[config.mk]
export PLATFORM = sky130hd
export DESIGN_NAME = uart_tx_feeder
export DESIGN_NICKNAME = d
export VERILOG_FILES = /design/src/rtl/uart_tx_feeder.sv
export SDC_FILE = /design/constraint.sdc
export NUM_CORES = 1
export LEC_CHECK = 0
export ABC_CLOCK_PERIOD_IN_PS = 3100
export CAP_MARGIN = 10
export CORE_MARGIN = 1
export CORE_UTILIZATION = 30
export DETAILED_ROUTE_END_ITERATION = 10
export SLEW_MARGIN = 10
export SYNTH_ARGS = -nofsm -noshare
export SYNTH_HDL_FRONTEND = slang
export SYNTH_SLANG_ARGS = --single-unit
export TNS_END_PERCENT = 100
[constraint.sdc]
create_clock -name clk -period 3.1 [get_ports clk]
set_clock_uncertainty 0.1 [all_clocks]
set_input_delay 0.62 -clock clk [delete_from_list [all_inputs] [get_ports clk]]
set_output_delay 0.62 -clock clk [all_outputs]
set_load 0.005 [all_outputs]
[src/rtl/uart_tx_feeder.sv]
// Byte FIFO in front of a UART transmitter's parallel port: pops one byte at a time,
// pulses tx_start, then follows tx_busy until the UART reports the byte as finished.
module uart_tx_feeder #(
  parameter int DEPTH_LOG2   = 3,
  parameter int BUSY_TIMEOUT = 8
) (
  input  logic                  clk,
  input  logic                  rst,
  input  logic                  wr_valid,
  input  logic [7:0]            wr_data,
  output logic                  wr_ready,
  input  logic                  flush,
  input  logic                  enable,
  output logic [DEPTH_LOG2:0]   level,
  output logic                  empty,
  output logic                  full,
  output logic                  overflow,
  output logic                  start_err,
  input  logic                  err_clr,
  output logic [7:0]            uart_tx_data,
  output logic                  uart_tx_start,
  input  logic                  uart_tx_busy,
  output logic                  byte_sent
);

  localparam int DEPTH = 1 << DEPTH_LOG2;
  localparam int LW    = DEPTH_LOG2 + 1;

  typedef enum logic [1:0] {IDLE, LAUNCH, WAIT_BUSY, WAIT_DONE} state_e;

  logic [7:0]            mem [DEPTH];
  logic [DEPTH_LOG2-1:0] wptr_q, rptr_q;
  logic [LW-1:0]         level_q;
  state_e                state_q, state_d;
  logic [7:0]            cnt_q, cnt_d;
  logic [7:0]            data_q;
  logic                  start_q, sent_q, sent_d;
  logic                  ovf_q, serr_q;
  logic                  wr_acc, pop, ovf_set, serr_set;

  assign empty    = (level_q == '0);
  assign full     = (level_q == LW'(DEPTH));
  assign wr_ready = !full;
  assign level    = level_q;

  // Flush wins over a same-cycle write: the write is neither stored nor counted as overflow.
  assign wr_acc  = wr_valid && !full && !flush;
  assign ovf_set = wr_valid && full && !flush;

  always_comb begin
    state_d  = state_q;
    cnt_d    = cnt_q;
    pop      = 1'b0;
    sent_d   = 1'b0;
    serr_set = 1'b0;
    case (state_q)
      IDLE: begin
        // A flushed head is never launched, so the pop yields to flush.
        if (enable && !empty && !uart_tx_busy && !flush) begin
          pop     = 1'b1;
          state_d = LAUNCH;
        end
      end
      LAUNCH: begin
        cnt_d   = '0;
        state_d = WAIT_BUSY;
      end
      WAIT_BUSY: begin
        if (uart_tx_busy) begin
          state_d = WAIT_DONE;
        end else if (cnt_q == 8'(BUSY_TIMEOUT - 1)) begin
          serr_set = 1'b1;
          state_d  = IDLE;
        end else begin
          cnt_d = cnt_q + 8'd1;
        end
      end
      WAIT_DONE: begin
        if (!uart_tx_busy) begin
          sent_d  = 1'b1;
          state_d = IDLE;
        end
      end
      default: state_d = IDLE;
    endcase
  end

  always_ff @(posedge clk) begin
    if (wr_acc) mem[wptr_q] <= wr_data;
  end

  always_ff @(posedge clk) begin
    if (rst) begin
      wptr_q  <= '0;
      rptr_q  <= '0;
      level_q <= '0;
      state_q <= IDLE;
      cnt_q   <= '0;
      data_q  <= 8'h00;
      start_q <= 1'b0;
      sent_q  <= 1'b0;
      ovf_q   <= 1'b0;
      serr_q  <= 1'b0;
    end else begin
      state_q <= state_d;
      cnt_q   <= cnt_d;
      start_q <= (state_d == LAUNCH);
      sent_q  <= sent_d;
      if (pop) data_q <= mem[rptr_q];
      if (flush) begin
        wptr_q  <= '0;
        rptr_q  <= '0;
        level_q <= '0;
      end else begin
        if (wr_acc) wptr_q <= wptr_q + 1'b1;
        if (pop)    rptr_q <= rptr_q + 1'b1;
        case ({wr_acc, pop})
          2'b10:   level_q <= level_q + 1'b1;
          2'b01:   level_q <= level_q - 1'b1;
          default: level_q <= level_q;
        endcase
      end
      // Set beats clear when both happen in the same cycle.
      ovf_q  <= ovf_set  | (ovf_q  & ~err_clr);
      serr_q <= serr_set | (serr_q & ~err_clr);
    end
  end

  assign overflow      = ovf_q;
  assign start_err     = serr_q;
  assign uart_tx_data  = data_q;
  assign uart_tx_start = start_q;
  assign byte_sent     = sent_q;

endmodule

==> impl_metrics.yaml <==
die:
  start_util: 0.311
  die_area_sq_mm: 0.0137
  die_x_microns: 117
  rows: 41
  pin_count: 34
  coreArea_sq_mm: 0.0127
  fp.dieH_microns: 117
place:
  place_inst: 481
  gp_congestion: 0.770
  port_buffers: 33
  dp_hpwl_mm: 4.95
  placed_area_sq_mm: 0.00458
  dp_slack_ps: 11.2
setup_path:
  critPathKind: "primary input to flop"
  crit_start: "uart_tx_busy"
  r2r-start: "level[0]"
  worstPathArrival_ps: 2870
  cp.required_ps: 3230
  crit_path_end_kind: "flop"
  critical_path_peak_fanout: 4
  start_kind: "primary input"
synth:
  yosysSeqAreaShare: 0.647
  synth_nets: 293
  synth_warnings: 0
  yosysUniqueCellTypes: 47
  synth-adder-area-share: 0.0240
  synth_top_family_by_area: "multiplexers"
  synth_xor_area_frac: 0.0111
  postSynthAreaPerCell_sq_um: 14.6
  synthMuxAreaShare: 0.119
  synth-compound-area-share: 0.0730
  syn_inst: 271
  synth_seq_cells: 96
  synthesis.area_sq_mm: 0.00396
  synth-simple-area-share: 0.103
timing:
  finalCritPeriodShare: 0.883
  tightestPinTransition_ps: 891
  worst_hold_slack_ps: 385
  rsz0062_at_grt: "false"
  maxSlewHeadroom: 0.405
  finalMaxSlewViolations: 0
  worst_slack_ps: 363
  max_freq_mhz: 365
  setup_violations: 0
  finalHoldViolations: 0
  finalSetupTns_ps: 0
  period_needed_ps: 2740
finish:
  num-fill-cells: 1247
  syn_to_final_growth_pct: 22.9
  most-common-layout-cells: "64 x edfxtp_1, 33 x clkdlybuf4s50_1, 32 x dfxtp_1"
  drive_above_1_share: 0.200
  nets: 342
  layout_commonest_cell: "edfxtp_1"
  diodes: 0
  final_area_sq_mm: 0.00486
  final_cells: 497
  fin_util: 0.382
detailed_routing:
  drtPass1Iterations: 4
  drc_errors: 0
  vias: 2304
  dr.first_iter.drc_count: 100
  wl_mm: 7.55
  drt-vias-per-instance: 4.64
  ant_nets: 0
  drt-wirelength-per-cell_microns: 15.2
worst_hold_path:
  worst_hold_path_type: "flop to flop"
  worstHoldStart: "wptr_q[0]"
flow_run:
  maxCapViolCount: 0
grt:
  grt_pass1_vias: 2381
  grt_max_degree: 22
  antenna_found_initial: 0
  grt_remaining_overflow: 0
  grt_usage: 0.125
  grt_pass1_wl_mm: 12.4
clock_tree:
  ctsResizeCount: 0
  insertion_delay_ps: 340
  postCtsSetupBuffers: 0
  cts_root_buf: "clkbuf_16"
  clk_pin_slew_worst_paths_ps: 70
  cts_tree: "yes"
  cts-hold-fix-buffers: 0
  cts.sinks: 96
  cts_buffers: 9
  htree_levels: 3
  cts.path.max_buffers: 2
outcome:
  status: "complete, no violations"
pwr:
  peakVddDrop_mv: 0.249
  power_density_mw_per_mm2: 516
  total_power_mw: 2.51
  power_leakage_nw: 1.54
==> cells in the mapped netlist (all sizes together) <==
cell / instances / area share
mux2i: 10 / 0.025
nor2b: 2 / 0.0032
mux2: 1 / 0.0028
xor2: 3 / 0.0066
nand2: 15 / 0.014
a21oi: 14 / 0.018
buf: 6 / 0.0088
a31o: 1 / 0.0022
a22oi: 1 / 0.0019
fa: 1 / 0.0051
clkbuf: 7 / 0.0070
a32oi: 1 / 0.0022
or3: 1 / 0.0016
nor3b: 1 / 0.0019
ha: 6 / 0.019
xnor2: 2 / 0.0044
a2111oi: 1 / 0.0070
o21ai: 4 / 0.0051
dfxtp: 32 / 0.16
mux4: 16 / 0.091
or4b: 2 / 0.0051
o311ai: 1 / 0.0022
or3b: 1 / 0.0028
or4: 1 / 0.0019
nor4bb: 2 / 0.0051
nand2b: 4 / 0.0063
a211oi: 9 / 0.027
and2: 2 / 0.0032
nand3: 7 / 0.0088
a21o: 1 / 0.0019
or2: 1 / 0.0016
nor4: 1 / 0.0016
o31ai: 2 / 0.0038
edfxtp: 64 / 0.49
nand4b: 1 / 0.0022
nand4: 1 / 0.0016
and4b: 1 / 0.0025
o21a: 1 / 0.0019
nor3: 6 / 0.010
nor2: 31 / 0.029
inv: 7 / 0.0066
==> layer usage <==
layer	global-route usage	wire [microns]	vias to the layer above
li1	-	-	1129
met1	0.150	3330	1134
met2	0.216	3840	32
met3	0.0427	300	9
met4	0.0329	91	0
met5	0	0	-
==> flip-flops by register name, summed over array words and instances, names as in the netlist <==
register / cells
byte_sent: 1
overflow: 1
uart_tx_data: 8
uart_tx_start: 1
wptr_q: 3
state_q: 2
cnt_q: 8
rptr_q: 3
level: 4
start_err: 1
mem: 64
==> worst paths after layout <==
path / to / slack, ps / cells after the start
worst max-delay path: level[3] / 360 / 9
worst min-delay path: wptr_q[0] / 390 / 2
worst max register to register: level[3] / 520 / 9
worst min register to register: wptr_q[0] / 390 / 2
==> critical path, cell delays in order <==
cell and delay [ps]:
clkdlybuf4s50_1 460, or4b_1 570, nor3_4 150, ha_1 250, ha_1 280, a21oi_1 180, a211oi_1 110, o21ai_0 160
o31ai_1 80
==> logic make-up (layout without fill, tap and decap cells) <==
group | Yosys count | after routing
DFF | 96 | 96
and+or+nand+nor | 80 | 80
AOI/OAI and AO/OA | 36 | 36
muxes | 27 | 27
buffers and inverters | 20 | 74
adders and majority gates | 7 | 7
xor gates and xnor gates | 5 | 5
==> report_power, final <==
part           switching, mW  internal, mW
sequential           0.00392          1.37
combinational         0.0450        0.0412
clock                  0.493         0.554
total                  0.542          1.97
==> cell type report <==
class	count	area (sq um)	share of cell area
clock buffers	9	225	0.0463
inverters	7	26.3	0.00540
flip-flops and latches	96	2560	0.527
well taps	172	215	0.0443
clock inverters	7	55.1	0.0113
repair buffers	51	465	0.0957
multi-input cells	155	1310	0.270
(Power assumes the default switching activity.)
